File: src/rtl/ysyx_24090010_wb_arb_pkg.sv
// Shared constants for the NPC write-back path: data/register geometry and
// the requester indices used by the write-port arbiter.
package ysyx_24090010_pkg;

  localparam int unsigned XLEN   = 32;
  localparam int unsigned NREG   = 32;
  localparam int unsigned REG_AW = $clog2(NREG);

  localparam int unsigned WB_EX = 0;
  localparam int unsigned WB_LS = 1;

endpackage

File: src/rtl/ysyx_24090010_wb_arb_if.sv
// Bundle of EXU/LSU write requests, decoder issue fields and the registered
// register-file write port seen by the write-back arbiter.
interface ysyx_24090010_wb_arb_if #(
  parameter int unsigned XLEN = ysyx_24090010_pkg::XLEN,
  parameter int unsigned NREG = ysyx_24090010_pkg::NREG
);
  localparam int unsigned AW = $clog2(NREG);

  logic            ex_valid;
  logic [AW-1:0]   ex_rd;
  logic [XLEN-1:0] ex_data;
  logic            ex_ready;

  logic            ls_valid;
  logic [AW-1:0]   ls_rd;
  logic [XLEN-1:0] ls_data;
  logic            ls_ready;

  logic            issue_valid;
  logic            issue_rd_en;
  logic [AW-1:0]   issue_rd;
  logic [AW-1:0]   issue_rs1;
  logic [AW-1:0]   issue_rs2;
  logic            issue_ready;
  logic            stall;
  logic            flush;

  logic            reg_wen;
  logic [AW-1:0]   rd;
  logic [XLEN-1:0] write_reg_data;

  modport slave (
    input  ex_valid, ex_rd, ex_data,
    output ex_ready,
    input  ls_valid, ls_rd, ls_data,
    output ls_ready,
    input  issue_valid, issue_rd_en, issue_rd, issue_rs1, issue_rs2, flush,
    output issue_ready, stall,
    output reg_wen, rd, write_reg_data
  );

  modport master (
    output ex_valid, ex_rd, ex_data,
    input  ex_ready,
    output ls_valid, ls_rd, ls_data,
    input  ls_ready,
    output issue_valid, issue_rd_en, issue_rd, issue_rs1, issue_rs2, flush,
    input  issue_ready, stall,
    input  reg_wen, rd, write_reg_data
  );

endinterface

File: src/rtl/ysyx_24090010_rr_arb2.sv
// Two-way round-robin arbiter; grants are combinational, last winner is held
// in a flop that resets to LS so EX wins the first tie.
module ysyx_24090010_rr_arb2
  import ysyx_24090010_pkg::*;
(
  input  logic       clk,
  input  logic       rst,
  input  logic [1:0] req,
  output logic [1:0] gnt
);

  logic last_gnt_q;
  logic last_gnt_d;
  logic win;

  always_comb begin
    gnt = '0;
    win = last_gnt_q;
    if (req[WB_EX] && req[WB_LS]) begin
      win = ~last_gnt_q;  // tie goes to whoever was not served last
    end else if (req[WB_EX]) begin
      win = 1'(WB_EX);
    end else if (req[WB_LS]) begin
      win = 1'(WB_LS);
    end
    gnt[win]   = |req;
    last_gnt_d = (|req) ? win : last_gnt_q;
  end

  always_ff @(posedge clk) begin
    if (rst) begin
      last_gnt_q <= 1'(WB_LS);
    end else begin
      last_gnt_q <= last_gnt_d;
    end
  end

endmodule

File: src/rtl/ysyx_24090010_wb_arb.sv
// Write-back arbiter: shares the register-file write port between EXU and LSU
// and keeps the busy scoreboard that stalls issue on RAW/WAW hazards.
module ysyx_24090010_wb_arb
  import ysyx_24090010_pkg::*;
#(
  parameter int unsigned XLEN = ysyx_24090010_pkg::XLEN,
  parameter int unsigned NREG = ysyx_24090010_pkg::NREG
) (
  input logic                  clk,
  input logic                  rst,
  ysyx_24090010_wb_arb_if.slave bus
);

  localparam int unsigned AW = $clog2(NREG);

  logic [1:0]      req;
  logic [1:0]      gnt;
  logic            fire;
  logic [AW-1:0]   win_rd;
  logic [XLEN-1:0] win_data;

  logic            reg_wen_q, reg_wen_d;
  logic [AW-1:0]   rd_q, rd_d;
  logic [XLEN-1:0] wdata_q, wdata_d;
  logic [NREG-1:0] busy_q, busy_d;

  logic            stall;
  logic            issue_ready;
  logic            issue_set;

  assign req[WB_EX] = bus.ex_valid;
  assign req[WB_LS] = bus.ls_valid;

  ysyx_24090010_rr_arb2 u_rr_arb2 (
    .clk (clk),
    .rst (rst),
    .req (req),
    .gnt (gnt)
  );

  assign bus.ex_ready = gnt[WB_EX];
  assign bus.ls_ready = gnt[WB_LS];

  always_comb begin
    fire     = |gnt;
    win_rd   = gnt[WB_LS] ? bus.ls_rd   : bus.ex_rd;
    win_data = gnt[WB_LS] ? bus.ls_data : bus.ex_data;
  end

  // Writes to x0 are accepted from the requester but never reach the file.
  always_comb begin
    reg_wen_d = fire && (win_rd != '0);
    rd_d      = fire ? win_rd   : rd_q;
    wdata_d   = fire ? win_data : wdata_q;
  end

  always_comb begin
    stall = bus.issue_valid &&
            (busy_q[bus.issue_rs1] || busy_q[bus.issue_rs2] ||
             (bus.issue_rd_en && busy_q[bus.issue_rd]));
    issue_ready = !stall && !bus.flush;
    issue_set   = bus.issue_valid && issue_ready && bus.issue_rd_en &&
                  (bus.issue_rd != '0);
  end

  assign bus.stall       = stall;
  assign bus.issue_ready = issue_ready;

  // Clear follows the registered write so the file has captured the data;
  // the WAW stall keeps a same-cycle set off the cleared index.
  always_comb begin
    busy_d = busy_q;
    if (reg_wen_q) begin
      busy_d[rd_q] = 1'b0;
    end
    if (issue_set) begin
      busy_d[bus.issue_rd] = 1'b1;
    end
    if (bus.flush) begin
      busy_d = '0;
    end
    busy_d[0] = 1'b0;
  end

  always_ff @(posedge clk) begin
    if (rst) begin
      reg_wen_q <= 1'b0;
      rd_q      <= '0;
      wdata_q   <= '0;
      busy_q    <= '0;
    end else begin
      reg_wen_q <= reg_wen_d;
      rd_q      <= rd_d;
      wdata_q   <= wdata_d;
      busy_q    <= busy_d;
    end
  end

  assign bus.reg_wen        = reg_wen_q;
  assign bus.rd             = rd_q;
  assign bus.write_reg_data = wdata_q;

endmodule

File: src/flat_wrapper.sv
// flat-port wrapper written by rule: the top's interface ports become plain ports
module ysyx_24090010_wb_arb_flat import ysyx_24090010_pkg::*;
#(
  parameter int unsigned XLEN = ysyx_24090010_pkg::XLEN,
  parameter int unsigned NREG = ysyx_24090010_pkg::NREG
)
  (clk, rst, bus_ex_valid, bus_ex_rd, bus_ex_data, bus_ex_ready, bus_ls_valid, bus_ls_rd, bus_ls_data, bus_ls_ready, bus_issue_valid, bus_issue_rd_en, bus_issue_rd, bus_issue_rs1, bus_issue_rs2, bus_flush, bus_issue_ready, bus_stall, bus_reg_wen, bus_rd, bus_write_reg_data);
  ysyx_24090010_wb_arb_if #(.XLEN(XLEN), .NREG(NREG)) bus_i ();
  input logic clk;
  input logic rst;
  input wire logic [$bits(bus_i.ex_valid)-1:0] bus_ex_valid;
  input wire logic [$bits(bus_i.ex_rd)-1:0] bus_ex_rd;
  input wire logic [$bits(bus_i.ex_data)-1:0] bus_ex_data;
  output wire logic [$bits(bus_i.ex_ready)-1:0] bus_ex_ready;
  input wire logic [$bits(bus_i.ls_valid)-1:0] bus_ls_valid;
  input wire logic [$bits(bus_i.ls_rd)-1:0] bus_ls_rd;
  input wire logic [$bits(bus_i.ls_data)-1:0] bus_ls_data;
  output wire logic [$bits(bus_i.ls_ready)-1:0] bus_ls_ready;
  input wire logic [$bits(bus_i.issue_valid)-1:0] bus_issue_valid;
  input wire logic [$bits(bus_i.issue_rd_en)-1:0] bus_issue_rd_en;
  input wire logic [$bits(bus_i.issue_rd)-1:0] bus_issue_rd;
  input wire logic [$bits(bus_i.issue_rs1)-1:0] bus_issue_rs1;
  input wire logic [$bits(bus_i.issue_rs2)-1:0] bus_issue_rs2;
  input wire logic [$bits(bus_i.flush)-1:0] bus_flush;
  output wire logic [$bits(bus_i.issue_ready)-1:0] bus_issue_ready;
  output wire logic [$bits(bus_i.stall)-1:0] bus_stall;
  output wire logic [$bits(bus_i.reg_wen)-1:0] bus_reg_wen;
  output wire logic [$bits(bus_i.rd)-1:0] bus_rd;
  output wire logic [$bits(bus_i.write_reg_data)-1:0] bus_write_reg_data;
  assign bus_i.ex_valid = bus_ex_valid;
  assign bus_i.ex_rd = bus_ex_rd;
  assign bus_i.ex_data = bus_ex_data;
  assign bus_ex_ready = bus_i.ex_ready;
  assign bus_i.ls_valid = bus_ls_valid;
  assign bus_i.ls_rd = bus_ls_rd;
  assign bus_i.ls_data = bus_ls_data;
  assign bus_ls_ready = bus_i.ls_ready;
  assign bus_i.issue_valid = bus_issue_valid;
  assign bus_i.issue_rd_en = bus_issue_rd_en;
  assign bus_i.issue_rd = bus_issue_rd;
  assign bus_i.issue_rs1 = bus_issue_rs1;
  assign bus_i.issue_rs2 = bus_issue_rs2;
  assign bus_i.flush = bus_flush;
  assign bus_issue_ready = bus_i.issue_ready;
  assign bus_stall = bus_i.stall;
  assign bus_reg_wen = bus_i.reg_wen;
  assign bus_rd = bus_i.rd;
  assign bus_write_reg_data = bus_i.write_reg_data;
  ysyx_24090010_wb_arb #(.XLEN(XLEN), .NREG(NREG)) u_core (.clk(clk), .rst(rst), .bus(bus_i));
endmodule
File: config.mk
export PLATFORM = sky130hd
export DESIGN_NAME = ysyx_24090010_wb_arb_flat
export DESIGN_NICKNAME = d
export VERILOG_FILES = /design/src/rtl/ysyx_24090010_wb_arb_pkg.sv /design/src/rtl/ysyx_24090010_wb_arb_if.sv /design/src/rtl/ysyx_24090010_rr_arb2.sv /design/src/rtl/ysyx_24090010_wb_arb.sv /design/src/flat_wrapper.sv
export SDC_FILE = /design/constraint.sdc
export NUM_CORES = 1
export LEC_CHECK = 0
export BUFFER_PORTS_ARGS = -buffer_cell sky130_fd_sc_hd__clkbuf_2
export CAP_MARGIN = 25
export CORE_MARGIN = 2
export CORE_UTILIZATION = 45
export CTS_CLUSTER_DIAMETER = 30
export DETAILED_ROUTE_END_ITERATION = 8
export PLACE_DENSITY_LB_ADDON = 0.2
export SLEW_MARGIN = 20
export SYNTH_ARGS = -nofsm -noshare
export SYNTH_HDL_FRONTEND = slang
export SYNTH_SLANG_ARGS = --single-unit
File: constraint.sdc
create_clock -name clk -period 3.75 [get_ports clk]
set_clock_uncertainty 0.15 [all_clocks]
set_input_delay 0.375 -clock clk [delete_from_list [all_inputs] [get_ports clk]]
set_output_delay 0.375 -clock clk [all_outputs]
set_load 0.005 [all_outputs]
==> results.md <==
- Status: finished clean
- Post-CTS Resized: 0
- Yosys warnings: 0
- Total track usage: about a quarter
- Worst endpoint required time: between 3000 and 4000 ps
- Worst skew pair latency: about 340 ps
- Layout cell share with drive strength beyond 1: between 30% and 40%
- Main synth FF type: dfxtp_1
- Maximum VDD drop: approximately 0.00021 V
- Reg-to-reg endpoint: u_core.busy_q[31]
- Final setup viols: 0
- Drt total wl: roughly 12 mm
- Initial core utilization: a little under half
- Nets@finish: between 600 and 700
- Critical Path Source Type: input port
- Mapped cell area: just over 0.004 mm^2
- Portion of total power attributed to the clock network: 35.1%
- Total Power: 1.75 mW
- Final instance area: just under 0.005 mm^2
- Register-to-register setup slack: about 1200 ps
- Crit path DAT: between 2000 and 3000 ps
- Worst slew pin tran: around 840 ps
- Synth Instances: roughly 480
- Power per cell area: 353 mW/mm^2
- Sequential Power Share: 46.4%
- Worst slew margin: 44.1%
- HP Class: input port to register
- CTS H-tree depth: 3
- First-pass detailed-route iteration total: 5
- Comb pwr share: a little under a fifth
- Die Width: ~99 um
- Met3 routed wirelength: between 1 and 1.5 mm
- Number of synthesized flops with an enable pin: 0
- Crit Path Class: input port to primary output
- Layout area overhead: 21.3%
- RSZ-0062 raised after global routing: false
- CP max FO: 23
- Max Freq: 0.322 GHz
- Leak: 2.15 nW
- Worst hold stages: 3
- Number of cell rows: 34
- Sw Pwr: just under 0.5 mW
- Max Cap Viol: 0
- Max layer used: met4
- CTS sink count: 70
- Filler cells: ~850
- Utilization after layout: 56.4%
- Drt wl/cell: between 15 and 20 um
- First-pass GRT wire length: 19.4 mm
- Placed insts: roughly 680
- Clock-pin slew on the worst setup and hold paths: ~70 ps
- Hold Crit Endpoint: u_core.bus.write_reg_data[6]
- Period utilisation layout: just over 80%
- Ant. Diodes: 0
- Mean Syn Cell Area: around 8.6 um^2
- Drt drc: 0
- Met2 WL: 5.69 mm
- Reg2reg start: u_core.busy_q[9]
- Dpl ws: roughly 610 ps
- Most frequent cells in the layout: clkbuf_2, nor2_1, dfxtp_1, mux2i_1, o211ai_1
- Gp weighted congestion: approximately 0.94
- #FFs+latches synth: 70
- Post-synth net total: 571
- Die height: slightly below 100 um
- Cell variety after synth: 54
- Setup WS post-layout: ~650 ps
- Clock Tree Buf Depth: 2
- Die area: just under 0.01 mm^2
- Int Pwr: 1.26 mW
- DRT iter0 DRCs: about 190
- I/O pin cnt: 138
- Worst Reg-to-Reg Cells: 6
- Post-synthesis async set-or-reset flop share: 0%
- Hold Violations, Final: 0
- Setup Buffers After CTS: 0
- Crit path capture type: primary output
- Grt total ovfl: 0
- Fin Setup TNS: 0 ps
- Vias in the first global route: about 3,900
- DR vias: 4,122
- Commonest non-fill, non-tap cell in the layout: clkbuf_2
- Vias per Instance: roughly 5.9
- CTS tree: yes
- Port-buffer cells: 137
- Sequential share of the synthesized area: around a third
- Post-Place Cell Area: between 0.004 and 0.005 mm^2
- Hold Startpoint: bus_ls_data[6]
- Wire length on met1: between 5 and 6 mm
- DPL Wire Length: 8.94 mm
- Clk Tree Root Cell: clkbuf_8
- Largest net degree at the start of global routing: 49
- Switching Share: 27.6%
- Initial antenna violation count: 0
- Clock buffer count from CTS: 9
- Routed Antenna Nets: 0
- Std-Cell Core Area: about 0.0088 mm^2
- Final hold slack: between 100 and 150 ps
- Fin cells: 700
- Max-slew violation count: 0
- Tmin final: 3100 ps
- Hold_buf cts: 0
-- registers in the layout (all words and copies together) (netlist names) --
name,cells
u_core.bus.write_reg_data,32
u_core.bus.reg_wen,1
u_core.u_rr_arb2.last_gnt_q,1
u_core.bus.rd,5
u_core.busy_q,31
-- area by class of cell --
| type | count | area, um^2 | area share, % |
|---|---|---|---|
| Tap cell | 108 | 135 | 2.73 |
| Multi-Input combinational cell | 353 | 2440 | 49.4 |
| Clock buffer | 13 | 159 | 3.21 |
| Inverter | 11 | 41.3 | 0.835 |
| Sequential cell | 70 | 1400 | 28.3 |
| Clock inverter | 3 | 42.5 | 0.860 |
| Timing Repair Buffer | 142 | 723 | 14.6 |
-- metal layers --
metal | global-route usage [%] | vias up
met2 | 39.8 | 212
met3 | 5.76 | 21
met1 | 32.0 | 1897
met5 | 0 | -
met4 | 6.53 | 0
li1 | - | 1992
-- synth_stat cells (5+ instances only) --
library cell | instances | area share [%]
nor2_1 | 86 | 7.9
dfxtp_1 | 70 | 34
mux2i_1 | 40 | 9.8
o211ai_1 | 32 | 5.9
clkbuf_1 | 25 | 2.3
nand2_1 | 24 | 2.2
o21ai_0 | 20 | 2.5
a211oi_1 | 16 | 2.9
nor4_1 | 16 | 2.5
nand3_1 | 12 | 1.5
inv_1 | 11 | 1.0
a21oi_1 | 9 | 1.1
mux4_2 | 9 | 5.0
a31oi_1 | 7 | 1.1
nand3b_1 | 7 | 1.3
o31ai_1 | 7 | 1.3
buf_2 | 6 | 0.74
nand2b_1 | 5 | 0.77
nor2b_1 | 5 | 0.77
o221a_2 | 5 | 1.4
-- cell families after synthesis --
group	share of synthesized area [%]
muxes	16.3
DFF	34.4
and+or+nand+nor	22.2
AOI/OAI and AO/OA	21.4
buffers and inverters	5.86
-- critical path, cell delays in order --
cell and delay, ps:
clkbuf_2 460, mux2i_1 270, nor4b_1 80, or4_4 530
a221oi_4 410, o211ai_1 160, a21oi_1 170, clkbuf_2 120
-- how the worst max path moves through the flow --
stage,start,to,slack [ps]
after global routing,bus_issue_rd[1],bus_issue_ready,500
final,bus_issue_rd[1],bus_issue_ready,650
after detailed placement,bus_issue_rd[1],u_core.busy_q[31],610
after floorplan,bus_issue_rs1[2],bus_issue_ready,1200
after global placement,bus_issue_rd[1],bus_stall,710
after CTS,bus_issue_rd[1],bus_issue_ready,640
-- power groups by stage --
| stage | Combinational, mW | Sequential [mW] | Clock [mW] |
|---|---|---|---|
| global placement | 0.318 | 0.825 | 0 |
| finish | 0.324 | 0.810 | 0.613 |
| floorplan | 0.199 | 0.820 | 0 |
| detailed placement | 0.324 | 0.826 | 0 |
| CTS | 0.324 | 0.810 | 0.631 |
| global route | 0.357 | 0.815 | 0.658 |
Note: power is estimated with default switching activity, not from simulation.
